<file path="src/rtl/uart_regs_pkg.sv">
// ----------------------------------------------------------------------------
// uart_regs_pkg
//
// Shared definitions for the multi-channel UART register file:
//   - word offsets of the per-channel registers inside an 8-word channel window
//   - reset value of the control register and the value returned for reads of
//     addresses that map to nothing
//   - bit positions of the self-clearing receiver/transmitter reset bits in CR
//   - derivation of the word address width from the channel count
// ----------------------------------------------------------------------------
package uart_regs_pkg;

   // Register offsets within a channel window (addr[2:0])
   localparam logic [2:0] OFF_CR  = 3'd0;
   localparam logic [2:0] OFF_SR  = 3'd1;
   localparam logic [2:0] OFF_TDR = 3'd2;
   localparam logic [2:0] OFF_RDR = 3'd3;
   localparam logic [2:0] OFF_IER = 3'd4;
   localparam logic [2:0] OFF_ISR = 3'd5;

   // Reset value of every channel's CR and the value read from unmapped space
   localparam logic [31:0] CR_RESET_VAL = 32'h0000_C000;
   localparam logic [31:0] READ_DEFAULT = 32'hFFFF_0000;

   // CR bits that drop back to 0 one cycle after being written as 1
   localparam int CR_RX_RESET = 1;
   localparam int CR_TX_RESET = 2;

   // Three offset bits plus enough bits to select any channel
   function automatic int calc_addr_w(input int num_ch);
      return $clog2(num_ch) + 3;
   endfunction

endpackage

</file>
<file path="src/rtl/uart_ch_regs.sv">
// ----------------------------------------------------------------------------
// uart_ch_regs
//
// Register state for a single UART channel: control (CR), transmit data (TDR),
// interrupt enable (IER) and sticky write-1-to-clear interrupt status (ISR),
// plus the registered interrupt output of the channel.
//
// Ports:
//   clk, rst_n       clock, asynchronous active-low reset
//   cr_we            write strobe for CR (already decoded by the top level)
//   tdr_we           write strobe for TDR
//   ier_we           write strobe for IER
//   isr_we           write strobe for ISR (W1C)
//   write_data       host write data
//   irq_evt          interrupt event pulses from the channel cores
//   cr, tdr          current CR / TDR contents
//   ier, isr         current IER / ISR contents, zero-extended to DATA_W
//   irq              registered |(ISR & IER)
// ----------------------------------------------------------------------------
module uart_ch_regs
   import uart_regs_pkg::*;
#(
   parameter int DATA_W = 32,
   parameter int IRQ_W  = 8
) (
   input  logic              clk,
   input  logic              rst_n,
   input  logic              cr_we,
   input  logic              tdr_we,
   input  logic              ier_we,
   input  logic              isr_we,
   input  logic [DATA_W-1:0] write_data,
   input  logic [IRQ_W-1:0]  irq_evt,
   output logic [DATA_W-1:0] cr,
   output logic [DATA_W-1:0] tdr,
   output logic [DATA_W-1:0] ier,
   output logic [DATA_W-1:0] isr,
   output logic              irq
);

   localparam logic [DATA_W-1:0] SELF_CLEAR_MASK =
      (DATA_W'(1) << CR_RX_RESET) | (DATA_W'(1) << CR_TX_RESET);

   logic [DATA_W-1:0] cr_q,  cr_d;
   logic [DATA_W-1:0] tdr_q, tdr_d;
   logic [IRQ_W-1:0]  ier_q, ier_d;
   logic [IRQ_W-1:0]  isr_q, isr_d;
   logic              irq_q, irq_d;

   // Next-state logic for the channel registers.
   // The CR reset bits are cleared unconditionally every cycle: any reset bit
   // that is 1 now was written in the previous cycle, so it has had its one
   // cycle of visibility. A CR write replaces the whole register afterwards,
   // which lets a write landing in the clear cycle take precedence.
   // ISR applies the W1C mask first and ORs in new events last so that an
   // event arriving together with a clear of the same bit keeps it set.
   // irq is computed from the next-state ISR/IER so that an event in cycle T
   // raises irq in T+1 rather than T+2.
   always_comb begin
      cr_d = cr_q & ~SELF_CLEAR_MASK;
      if (cr_we) begin
         cr_d = write_data;
      end

      tdr_d = tdr_q;
      if (tdr_we) begin
         tdr_d = write_data;
      end

      ier_d = ier_q;
      if (ier_we) begin
         ier_d = write_data[IRQ_W-1:0];
      end

      isr_d = isr_q;
      if (isr_we) begin
         isr_d = isr_q & ~write_data[IRQ_W-1:0];
      end
      isr_d = isr_d | irq_evt;

      irq_d = |(isr_d & ier_d);
   end

   // State registers with asynchronous active-low reset.
   always_ff @(posedge clk or negedge rst_n) begin
      if (!rst_n) begin
         cr_q  <= DATA_W'(CR_RESET_VAL);
         tdr_q <= '0;
         ier_q <= '0;
         isr_q <= '0;
         irq_q <= 1'b0;
      end else begin
         cr_q  <= cr_d;
         tdr_q <= tdr_d;
         ier_q <= ier_d;
         isr_q <= isr_d;
         irq_q <= irq_d;
      end
   end

   assign cr  = cr_q;
   assign tdr = tdr_q;
   assign ier = DATA_W'(ier_q);
   assign isr = DATA_W'(isr_q);
   assign irq = irq_q;

endmodule

</file>
<file path="src/rtl/uart_multi_regs.sv">
// ----------------------------------------------------------------------------
// uart_multi_regs
//
// Register file for an N-channel UART subsystem. Decodes the host word
// address into channel + register offset, fans out write/access strobes to
// one uart_ch_regs instance per channel and to the channel cores, and
// returns registered read data with a one-cycle valid pulse.
//
// Ports:
//   clk, rst_n   clock, asynchronous active-low reset
//   addr         word address: addr[2:0] offset, upper bits channel index
//   we, re       single-cycle write / read strobes (may coincide)
//   write_data   host write data
//   read_data    registered read data, held until the next read
//   rvalid       one cycle after re
//   sr, rdr      live per-channel status / receive data from the cores
//   irq_evt      per-channel interrupt event pulses
//   cr, tdr      per-channel control / transmit data registers
//   tx_write     per-channel TDR write strobe
//   rx_read      per-channel RDR read strobe
//   sr_read      per-channel SR read strobe
//   irq          per-channel registered interrupt
// ----------------------------------------------------------------------------
module uart_multi_regs
   import uart_regs_pkg::*;
#(
   parameter  int NUM_CH = 2,
   parameter  int DATA_W = 32,
   parameter  int IRQ_W  = 8,
   localparam int ADDR_W = calc_addr_w(NUM_CH)
) (
   input  logic                     clk,
   input  logic                     rst_n,
   input  logic [ADDR_W-1:0]        addr,
   input  logic                     we,
   input  logic                     re,
   input  logic [DATA_W-1:0]        write_data,
   output logic [DATA_W-1:0]        read_data,
   output logic                     rvalid,
   input  logic [NUM_CH*DATA_W-1:0] sr,
   input  logic [NUM_CH*DATA_W-1:0] rdr,
   input  logic [NUM_CH*IRQ_W-1:0]  irq_evt,
   output logic [NUM_CH*DATA_W-1:0] cr,
   output logic [NUM_CH*DATA_W-1:0] tdr,
   output logic [NUM_CH-1:0]        tx_write,
   output logic [NUM_CH-1:0]        rx_read,
   output logic [NUM_CH-1:0]        sr_read,
   output logic [NUM_CH-1:0]        irq
);

   logic [ADDR_W-1:0] ch_field;
   logic [2:0]        offset;
   logic              ch_valid;
   logic              off_valid;
   logic [NUM_CH-1:0] ch_hit;
   logic [NUM_CH-1:0] cr_we;
   logic [NUM_CH-1:0] ier_we;
   logic [NUM_CH-1:0] isr_we;
   logic [DATA_W-1:0] ier_all [NUM_CH];
   logic [DATA_W-1:0] isr_all [NUM_CH];

   logic [DATA_W-1:0] rd_mux;
   logic [DATA_W-1:0] read_data_q, read_data_d;
   logic              rvalid_q, rvalid_d;

   // The channel field is kept at full address width so that indices beyond
   // NUM_CH (possible when NUM_CH is not a power of two) can be rejected.
   assign ch_field  = addr >> 3;
   assign offset    = addr[2:0];
   assign ch_valid  = (ch_field < ADDR_W'(NUM_CH));
   assign off_valid = (offset <= OFF_ISR);

   // One register block per channel plus its decoded strobes. A channel hit
   // can only occur for an in-range index, so strobes never fire for an
   // invalid channel.
   for (genvar i = 0; i < NUM_CH; i++) begin : g_ch
      assign ch_hit[i]   = (ch_field == ADDR_W'(i));
      assign cr_we[i]    = we & ch_hit[i] & (offset == OFF_CR);
      assign tx_write[i] = we & ch_hit[i] & (offset == OFF_TDR);
      assign ier_we[i]   = we & ch_hit[i] & (offset == OFF_IER);
      assign isr_we[i]   = we & ch_hit[i] & (offset == OFF_ISR);
      assign rx_read[i]  = re & ch_hit[i] & (offset == OFF_RDR);
      assign sr_read[i]  = re & ch_hit[i] & (offset == OFF_SR);

      uart_ch_regs #(
         .DATA_W (DATA_W),
         .IRQ_W  (IRQ_W)
      ) u_ch_regs (
         .clk        (clk),
         .rst_n      (rst_n),
         .cr_we      (cr_we[i]),
         .tdr_we     (tx_write[i]),
         .ier_we     (ier_we[i]),
         .isr_we     (isr_we[i]),
         .write_data (write_data),
         .irq_evt    (irq_evt[i*IRQ_W +: IRQ_W]),
         .cr         (cr[i*DATA_W +: DATA_W]),
         .tdr        (tdr[i*DATA_W +: DATA_W]),
         .ier        (ier_all[i]),
         .isr        (isr_all[i]),
         .irq        (irq[i])
      );
   end

   // Read multiplexer. It looks at the current register contents, so a read
   // coinciding with a write to the same register returns the old value.
   // Anything outside the mapped channel/offset space returns READ_DEFAULT.
   always_comb begin
      rd_mux = DATA_W'(READ_DEFAULT);
      if (ch_valid && off_valid) begin
         for (int i = 0; i < NUM_CH; i++) begin
            if (ch_hit[i]) begin
               case (offset)
                  OFF_CR:  rd_mux = cr[i*DATA_W +: DATA_W];
                  OFF_SR:  rd_mux = sr[i*DATA_W +: DATA_W];
                  OFF_TDR: rd_mux = tdr[i*DATA_W +: DATA_W];
                  OFF_RDR: rd_mux = rdr[i*DATA_W +: DATA_W];
                  OFF_IER: rd_mux = ier_all[i];
                  OFF_ISR: rd_mux = isr_all[i];
                  default: rd_mux = DATA_W'(READ_DEFAULT);
               endcase
            end
         end
      end
   end

   // Read data only changes on a read so the host can sample it late;
   // rvalid simply follows re by one cycle.
   always_comb begin
      read_data_d = read_data_q;
      if (re) begin
         read_data_d = rd_mux;
      end
      rvalid_d = re;
   end

   // Read response registers; reset drops any pending rvalid.
   always_ff @(posedge clk or negedge rst_n) begin
      if (!rst_n) begin
         read_data_q <= '0;
         rvalid_q    <= 1'b0;
      end else begin
         read_data_q <= read_data_d;
         rvalid_q    <= rvalid_d;
      end
   end

   assign read_data = read_data_q;
   assign rvalid    = rvalid_q;

endmodule

</file>
<file path="config.mk">
export PLATFORM = sky130hd
export DESIGN_NAME = uart_multi_regs
export DESIGN_NICKNAME = d
export VERILOG_FILES = /design/src/rtl/uart_regs_pkg.sv /design/src/rtl/uart_ch_regs.sv /design/src/rtl/uart_multi_regs.sv
export SDC_FILE = /design/constraint.sdc
export NUM_CORES = 1
export LEC_CHECK = 0
export CAP_MARGIN = 20
export CORE_AREA = 2 2 135 137
export CTS_CLUSTER_DIAMETER = 80
export DETAILED_ROUTE_END_ITERATION = 7
export DIE_AREA = 0 0 137 139
export DONT_BUFFER_PORTS = 1
export MAX_ROUTING_LAYER = met4
export PLACE_DENSITY = 0.73
export SLEW_MARGIN = 20
export SYNTH_ARGS = -nofsm -noshare
export SYNTH_HDL_FRONTEND = slang
export SYNTH_SLANG_ARGS = --single-unit
</file>
<file path="constraint.sdc">
create_clock -name clk -period 2 [get_ports clk]
set_clock_uncertainty 0.15 [all_clocks]
set_input_delay 0.2 -clock clk [delete_from_list [all_inputs] [get_ports clk]]
set_output_delay 0.2 -clock clk [all_outputs]
set_load 0.01 [all_outputs]
</file>
==> summary.md <==
| Metric | Value |
|---|---|
| FF+latch count, synth | `195` |
| Compound-Gate Fraction of Synth Area | `12.0%` |
| CTS root buffer | `clkbuf_16` |
| Most common cell after layout, fill and taps aside | `dfrtp_1` |
| Grt ovf | `0` |
| Antenna violations before repair | `2` |
| Wire per inst | `~31 um` |
| I/O pins | `353` |
| CTS tree | `done` |
| Syn Nets | `947` |
| Final slew viol count | `0` |
| Hold Buf Count CTS | `98` |
| Vias post-DR | `7,539` |
| Worst Path Required | `between 2000 and 2500 ps` |
| Post-synth EDFFs | `0` |
| Period utilisation layout | `a little over nine tenths` |
| Clock power frac | `a little under a third` |
| Sw power | `0.00342 W` |
| FILL cells | `~1,300` |
| Pwr Density | `960 nW/um2` |
| Worst Setup Slack, final | `between 60 and 70 ps` |
| Final core occ | `65.2%` |
| Synthesized area per cell | `12.8 um2` |
| Tot GR Track Use | `36.2%` |
| Post-synth top area cell | `dfrtp_1` |
| Sw frac | `30.9%` |
| Synth warn | `0` |
| Final estimated routing congestion in global placement | `0.945` |
| Pin count of the biggest net entering global routing | `about 200` |
| Critical Path Max Stage Delay | `610 ps` |
| Status | `finished, violations left` |
| Clock Path Buffers | `2` |
| Total CTS buffers | `17` |
| Peak Freq | `slightly above 0.5 GHz` |
| PortBufs | `0` |
| Max_slew headroom | `27.6%` |
| Syn Std Cell Area | `about 9800 um2` |
| Final HPWL DP | `a little over 20,000 um` |
| Min-delay worst type | `input port to async pin` |
| Post-synth top area share | `just under 50%` |
| Crit Path Class | `input port to flop` |
| Die area | `19,000 um2` |
| Cells after Synth | `763` |
| Final min period | `1940 ps` |
| Register Area | `approximately 4900 um2` |
| # DRC | `0` |
| Reg power frac | `about 53%` |
| Die Width | `137 um` |
| Max_cap viols | `0` |
| Num rows | `49` |
| Simple-gate share of the synthesized area | `a little over 5%` |
| Starting density of the core | `55.5%` |
| Layout cells sized above 1 | `29.3%` |
| CP Cell Sequence | `buf_12, nand2b_1, dlygate4sd3_1, o21ai_0, a22oi_1, a2111oi_4, nand4_1` |
| R2r startpoint | `g_ch[0].u_ch_regs.cr[29]$_DFFE_PN0P_` |
| Most frequent cells in the layout | `dfrtp_1 (191), mux2_2 (142), dlygate4sd3_1 (94)` |
| Crit-path max FO | `37` |
| DR pass1 iterations | `5` |
| Post-synth ARST share | `100%` |
| Buffer and inverter count on the worst path | `2` |
| H-tree levels | `4` |
| WP data arrival | `between 2000 and 2500 ps` |
| Synth Area in Adders | `0%` |
| Critical Path Start Type | `input port` |
| Vias/cell | `between 6 and 7` |
| Vias in the first global route | `8,119` |
| VDD IR-drop max | `between 0.0007 and 0.0008 V` |
| Violated checks | `hold timing` |
| Antenna viol nets, final | `0` |
| Worst-Skew Late Latency | `440 ps` |
| Distinct cell type count after synthesis | `50` |
| Leakage | `about 4.8 nW` |
| Critical Path Source | `addr[2]` |
| Comb pwr share | `16.6%` |
| Final Hold Vio Count | `roughly 200` |
| Slowest cell on crit path | `dlygate4sd3_1` |
| Die Height | `139 um` |
| Place WS | `about 180 ps` |
| Area contributors post-synth | `dfrtp_1 (49%), mux2_2 (16%), mux4_2 (8.0%)` |
| Main combinational cell family by area after synthesis | `multiplexers` |
| First-pass GRT wire length | `49,500 um` |
| Final setup fails | `0` |
| Slew @ Worst Pin | `1080 ps` |
| Number of nets in the layout | `1,020` |
| Mux contribution to synthesized area | `29.1%` |
| Commonest register cell after synthesis | `dfrtp_1` |
| Clk sinks | `195` |
| Register area share after synthesis | `49.8%` |
| Crit-path leading delay family | `compound AO/OA/AOI/OAI gates` |
| Clk slew on worst S/H paths | `70 ps` |
| WL final | `33,000 um` |
| # Post-CTS Setup Buffers | `0` |
| Kind of end point of the critical path | `flop` |
| Core area | `17,700 um2` |
| WHS | `-693 ps` |
| Pint | `between 0.007 and 0.008 W` |
| Syn-to-layout area delta | `17.4%` |
| Area of the multi-input gates | `4570 um2` |
| Xor/xnor share of the synthesized area | `0%` |
| Starting DRT DRC Count | `679` |
-- per-layer routing --
metal  track usage [%]  wire length [um]  up-vias  part of all wire [%]
li1                  -                 -     3015                     -
met1              43.1             11700     3833                    36
met2              56.0             16200      552                    49
met3              10.5              3390      139                    10
met4              18.4              1690        0                   5.1
met5                 -                 0        -                     0
-- synthesized netlist by cell type, drive strengths merged (9+ instances only) --
master / count
mux4: 35
mux2: 145
dfrtp: 191
buf: 51
o21ai: 36
inv: 10
nor2: 32
o211a: 9
a21o: 13
nand3: 14
a21oi: 41
mux2i: 43
nand2: 23
nor2b: 9
clkbuf: 11
a22oi: 24
-- final timing paths --
kind                                                         to  slack, ps  depth (start not counted)
max                             g_ch[1].u_ch_regs.irq$_DFF_PN0_         60                          7
min                        g_ch[0].u_ch_regs.tdr[6]$_DFFE_PN0P_       -690                          0
max reg2reg                           read_data[29]$_DFFE_PN0P_        190                          6
min reg2reg                g_ch[1].u_ch_regs.isr_q[1]$_DFF_PN0_        380                          1
max in group asynchronous  g_ch[1].u_ch_regs.cr[14]$_DFFE_PN1P_       1940                          0
min in group clk                       read_data[3]$_DFFE_PN0P_         10                          2
-- final cells by class --
class	count	area share (%)
sequential	195	42.4
multi-input combinational	496	39.7
timing repair buffer	116	10.0
clock buffer	20	3.97
tap	229	2.49
clock inverter	12	1.05
inverter	10	0.326
antenna	2	0.0435
-- sequential cells by signal, summed over array words and instances (netlist names) --
signal / count
g_ch.u_ch_regs.cr: 64
g_ch.u_ch_regs.ier_q: 16
g_ch.u_ch_regs.irq: 2
g_ch.u_ch_regs.isr_q: 16
g_ch.u_ch_regs.tdr: 64
read_data: 32
rvalid: 1
-- power groups by stage --
| stage | Combinational (W) | Sequential (W) | Clock, W |
|---|---|---|---|
| 3_5_place_dp | 0.00153 | 0.00588 | 0 |
| 2_1_floorplan | 0.00141 | 0.00553 | 0 |
| 3_3_place_gp | 0.00146 | 0.00583 | 0 |
| 5_1_grt | 0.00196 | 0.00590 | 0.00357 |
| 6_report | 0.00183 | 0.00583 | 0.00339 |
| 4_1_cts | 0.00179 | 0.00581 | 0.00342 |
-- through the flow --
step	hold slack, ps	area, um2	total power [W]	TNS (ps)	instances
after floorplan	-246	9800	0.00694	0	763
after global placement	-240	9920	0.00729	0	949
after detailed placement	-239	9920	0.00741	0	949
after CTS	-702	11500	0.0110	0	1079
after global routing	-708	11500	0.0114	-0.491	1080
final	-693	11500	0.0111	0	1080
-- kinds of logic (layout without fill, tap and decap cells) --
kind of cell / after synthesis / count (layout)
AO/OA/AOI/OAI: 173 / 173
buffers and inverters: 72 / 158
flip-flops: 195 / 195
multiplexers: 223 / 223
other: 0 / 2
AND/OR/NAND/NOR: 100 / 100
-- timing repair --
action	in CTS	in global routing
gates resized for setup	0	3
hold endpoints to repair	390	195
setup endpoints to repair	0	2
No activity file was read; power rests on OpenSTA's default activity.
